File: config.mk
export PLATFORM = sky130hd
export DESIGN_NAME = reg_file_sb
export DESIGN_NICKNAME = d
export VERILOG_FILES = /design/src/rtl/reg_file_sb.sv
export SDC_FILE = /design/constraint.sdc
export NUM_CORES = 2
export LEC_CHECK = 0
export CAP_MARGIN = 20
export CORE_MARGIN = 2
export CORE_UTILIZATION = 35
export DETAILED_ROUTE_END_ITERATION = 6
export PLACE_DENSITY = 0.55
export SYNTH_ARGS = -nofsm -noshare
export SYNTH_HDL_FRONTEND = slang
export SYNTH_SLANG_ARGS = --single-unit
export TNS_END_PERCENT = 1
File: constraint.sdc
create_clock -name CLK -period 2.25 [get_ports CLK]
set_clock_uncertainty 0.2 [all_clocks]
set_input_delay 0.225 -clock CLK [delete_from_list [all_inputs] [get_ports CLK]]
set_output_delay 0.225 -clock CLK [all_outputs]
set_load 0.03 [all_outputs]
File: src/rtl/reg_file_sb.sv
// reg_file_sb: parametrised register file with two combinational read ports,
// a writeback port, a JAL link-register port and a per-register pending
// scoreboard that drives a decode stall.
// Optional feature macro: REG_BYPASS_EN
//   defined   -> reads and Stall see this cycle's writes/clears
//   undefined -> reads and Stall see registered state only
module reg_file_sb #(
  parameter int DATA_W   = 32,
  parameter int ADDR_W   = 5,
  parameter int LINK_REG = 31  // must be non-zero and below 1<<ADDR_W
) (
  input  logic                     CLK,
  input  logic                     RST_n,
  input  logic [ADDR_W-1:0]        ReadAddr1,
  input  logic [ADDR_W-1:0]        ReadAddr2,
  output logic [DATA_W-1:0]        RegBusA,
  output logic [DATA_W-1:0]        RegBusB,
  input  logic                     RegWrite,
  input  logic [ADDR_W-1:0]        WriteAddr,
  input  logic [DATA_W-1:0]        WBData,
  input  logic                     JAL,
  input  logic [DATA_W-1:0]        pcadd4,
  input  logic                     Issue,
  input  logic [ADDR_W-1:0]        IssueAddr,
  output logic                     Stall,
  output logic [(1<<ADDR_W)-1:0]   PendingMask
);

  localparam int NREGS = 1 << ADDR_W;

  logic [DATA_W-1:0] regs_reg [NREGS];
  logic [DATA_W-1:0] wr_data  [NREGS];
  logic [NREGS-1:0]  pending_reg;
  logic [NREGS-1:0]  pending_next;
  logic [NREGS-1:0]  wb_hit;
  logic [NREGS-1:0]  jal_hit;
  logic [NREGS-1:0]  issue_hit;
  logic [NREGS-1:0]  wr_en;
  logic [NREGS-1:0]  stall_mask;
  logic [DATA_W-1:0] rd_a;
  logic [DATA_W-1:0] rd_b;

  // Per-register decode of this cycle's writes, clears and sets.
  // Register 0 never matches any port, so it stays zero and never pends.
  generate
    for (genvar gi = 0; gi < NREGS; gi++) begin : g_reg
      assign wb_hit[gi]    = RegWrite && (WriteAddr == ADDR_W'(gi)) && (gi != 0);
      assign jal_hit[gi]   = JAL && (gi == LINK_REG);
      assign issue_hit[gi] = Issue && (IssueAddr == ADDR_W'(gi)) && (gi != 0);
      assign wr_en[gi]     = wb_hit[gi] || jal_hit[gi];
      // JAL wins when both ports target the link register.
      assign wr_data[gi]   = jal_hit[gi] ? pcadd4 : WBData;
      // Clears first, then set: a new producer supersedes a retiring one.
      assign pending_next[gi] = issue_hit[gi] ||
                                (pending_reg[gi] && !wb_hit[gi] && !jal_hit[gi]);
    end
  endgenerate

  // Register array: cleared on reset, written at posedge by either port.
  always_ff @(posedge CLK or negedge RST_n) begin
    if (!RST_n) begin
      for (int i = 0; i < NREGS; i++) regs_reg[i] <= '0;
    end else begin
      for (int i = 0; i < NREGS; i++) begin
        if (wr_en[i]) regs_reg[i] <= wr_data[i];
      end
    end
  end

  // Scoreboard pending bits.
  always_ff @(posedge CLK or negedge RST_n) begin
    if (!RST_n) pending_reg <= '0;
    else        pending_reg <= pending_next;
  end

  // Read data and stall source, with or without same-cycle forwarding.
  always_comb begin
    rd_a       = regs_reg[ReadAddr1];
    rd_b       = regs_reg[ReadAddr2];
    stall_mask = pending_reg;
`ifdef REG_BYPASS_EN
    if (wr_en[ReadAddr1]) rd_a = wr_data[ReadAddr1];
    if (wr_en[ReadAddr2]) rd_b = wr_data[ReadAddr2];
    // A bit retiring this cycle no longer stalls unless re-issued now.
    stall_mask = pending_reg & ~((wb_hit | jal_hit) & ~issue_hit);
`endif
  end

  // Output drive: r0 always reads zero and never stalls.
  always_comb begin
    RegBusA     = (ReadAddr1 == '0) ? '0 : rd_a;
    RegBusB     = (ReadAddr2 == '0) ? '0 : rd_b;
    Stall       = ((ReadAddr1 != '0) && stall_mask[ReadAddr1]) ||
                  ((ReadAddr2 != '0) && stall_mask[ReadAddr2]);
    PendingMask = pending_reg;
  end

endmodule

==> run metrics <==
Mapped Area=between 50000 and 60000 um^2; layout cells sized above 1=between 50% and 60%; number of global-route vias before repair=~37000; Syn Area/Cell=between 15 and 20 um^2; Detailed Route Iter0 Violations=2713; Yosys warning total=0; Seq/Total Area, Yosys=46.6%; most common cell after layout, fill and taps aside=dfrtp_1; routed wire length=between 150 and 200 mm; Mapped Nets=3664; async set or reset register ratio after synthesis=100%; top_reg_cell synth=dfrtp_1; Starting Density=35.2%; Max Slew Vio Count=0; hpwl dp=127 mm; Die H=400 um; sequential share of power=41.7%; Largest register FFs=992; setup repair bufs after CTS=0; worst path cell trace=mux4_2 -> mux4_2 -> o211ai_1 -> nand4_1 -> buf_12; gr usage total=23.6%; H-tree Lvls=3; RR Startpoint=PendingMask[27]; drt via density=about 6; Pint=42400 uW; multi-input logic area=28500 um^2; Non-Filler Instances=6184; I/O pin cnt=186; Setup TNS Final=-43.11 ns; final period utilization=155%; Layout Nets=4115; FF/Latch Area=around 26000 um^2; # Max-Cap Violations=0; TritonRoute pass-1 iters=7; GP Congestion=0.824; clock-pin slew on the worst setup and hold paths=0.06 ns; failing checks=negative setup slack; residual DRC count=0; Synth Instances=3575; Worst Setup End Kind=output pin; clock buffer depth=3; clk_lat worst skew=roughly 0.75 ns; commonest cells after routing, fill and taps aside=dfrtp_1 (1011), mux2_2 (857), mux4_2 (524); Worst Tran Pin Value=0.904 ns; P_leak=about 0.03 uW; vias=36000; Comb pwr share=24.1%; critical path fanouts, max=2; die width=400 um; Top Metal Used=met4; slew margin rel.=39.3%; Switch Pwr=16500 uW; Tot Pwr=approximately 59000 uW; CP most frequent cell=mux4_2; endpoints failing setup=65; clk sinks=approximately 1000; dpl cell area=64200 um^2; RSZ-0062 raised after global routing=yes; # rows=145; Post-synth EDFFs=0; number of synthesized register bits=around 1000; global-route wire length before repair=276 mm; met2 wire length=90.0 mm; # fillers=14000; Sw Ratio=roughly 28%; Inst Count DP=about 6000; CP Class=reg -> out; pin count of the biggest net entering global routing=97; r2r worst-path depth=4; Tmin final=3.48 ns; slowest CP cell=mux4_2; HP Class=in -> async; Inserted Clock Buffers=114; nature of the critical path startpoint=flip-flop; synth unique cells=45; status=finished with violations; RR Endpoint=PendingMask[27]; GR Overflow Total=0; Clock Power Share=34.1%; Antenna Nets Post-Route=0; WL/cell=30.6 um; DRT met1 WL=~84 mm; Worst R2R Setup Slack=1.06 ns; Final Cell Area=68900 um^2; Fin. Hold Viols=0; CP Data Arrival Time=between 3 and 4 ns; synth-to-layout area growth=25.3%; core area=156000 um^2; pwr dens=about 850 nW/um^2; max incr delay on CP=0.47 ns; Die ar.=160000 um^2; peak supply drop=0.720 mV; Clk Tree Root Cell=clkbuf_16; worst setup margin=-1.23 ns; port buffer count=184; CTS tree=built; wire length on met3=10.0 mm; initial antenna violation count=2; fmax=0.287 GHz; required time of the critical path=1.82 ns
## how the worst max path moves through the flow
stage	startpoint	to	slack, ns
floorplan	PendingMask[27]	Stall	-0.05
global placement	ReadAddr1[0]	Stall	-0.62
detailed placement	ReadAddr1[0]	Stall	-0.64
CTS	PendingMask[26]	Stall	-1.26
global route	PendingMask[26]	Stall	-1.28
finish	PendingMask[26]	Stall	-1.23
## cell families (layout without fill, tap and decap cells)
group                  after synthesis  count (layout)  share of synthesized area, %
buffers and inverters              410             959                          3.34
other                                1               3                       0.00682
multiplexers                      1715            1715                          45.4
AND/OR/NAND/NOR                    156             156                          1.31
AO/OA/AOI/OAI                      270             270                          3.36
flip-flops                        1023            1023                          46.6
## per-layer routing
layer  vias up  track usage [%]
li1      14900                -
met5         -                0
met1     19800             33.5
met2      1093             37.9
met4         0             5.92
met3       259             3.48
## timing repair
item	CTS	global route
hold buffers	33	0
pin swaps	1	0
resized for setup	136	2
endpoints found under the hold margin	1056	0
endpoints found under the setup margin	96	65
## power by group through the flow
stage | Sequential, uW | Clock (uW) | Combinational [uW]
floorplan | 24200 | 0 | 9320
global placement | 24600 | 0 | 13900
detailed placement | 24800 | 0 | 14100
CTS | 24500 | 20500 | 14300
global route | 25000 | 21200 | 15100
finish | 24600 | 20100 | 14200
## per-stage QoR
| step | hold WS [ns] | worst slack [ns] | util [%] |
|---|---|---|---|
| floorplan | -0.271 | -0.0495 | - |
| global placement | -0.0479 | -0.618 | 41.1 |
| detailed placement | -0.0362 | -0.640 | 41.1 |
| CTS | 0.00406 | -1.26 | 44.1 |
| global route | 0.0519 | -1.28 | 44.1 |
| finish | 0.0415 | -1.23 | 44.1 |
## Yosys cell counts (2+ instances only)
cell type,n,share of area [%]
a21oi_1,67,0.61
a221oi_1,32,0.51
a22o_1,44,0.70
a22oi_1,32,0.44
a31oi_1,2,0.023
and2_1,4,0.046
buf_1,47,0.32
buf_2,120,1.1
buf_4,34,0.46
buf_6,2,0.041
clkbuf_1,190,1.3
dfrtp_1,1023,47
inv_1,16,0.11
mux2_1,136,2.8
mux2_2,858,18
mux2i_1,197,3.6
mux4_2,524,21
nand2_1,52,0.36
nand2b_1,7,0.080
nand3_1,9,0.082
nand3b_1,2,0.027
nand4_1,7,0.080
nand4b_1,3,0.048
nor2_1,51,0.35
nor2b_1,11,0.13
nor3_1,4,0.036
nor3b_1,2,0.027
o21a_1,32,0.44
o21ai_0,20,0.18
o21ai_1,21,0.19
o22ai_1,9,0.10
o31ai_1,3,0.041
o32ai_1,2,0.032
## worst max-delay path, delay by kind of cell, from the launching register on
kind / cells / cell delay (ns)
simple gates: 1 / 0.30
buf+inv: 1 / 0.23
flops: 1 / 0.43
compound gates: 1 / 0.40
mux: 2 / 0.94
## area by class of cell
class | count | area share [%]
repair buffers | 729 | 11.8
flip-flops and latches | 1023 | 37.2
clock buffers | 178 | 5.03
inverters | 16 | 0.0872
multi-input cells | 2142 | 41.3
well taps | 2058 | 3.74
diodes | 2 | 0.00727
clock inverters | 36 | 0.808
No activity file was read; power rests on OpenSTA's default activity.
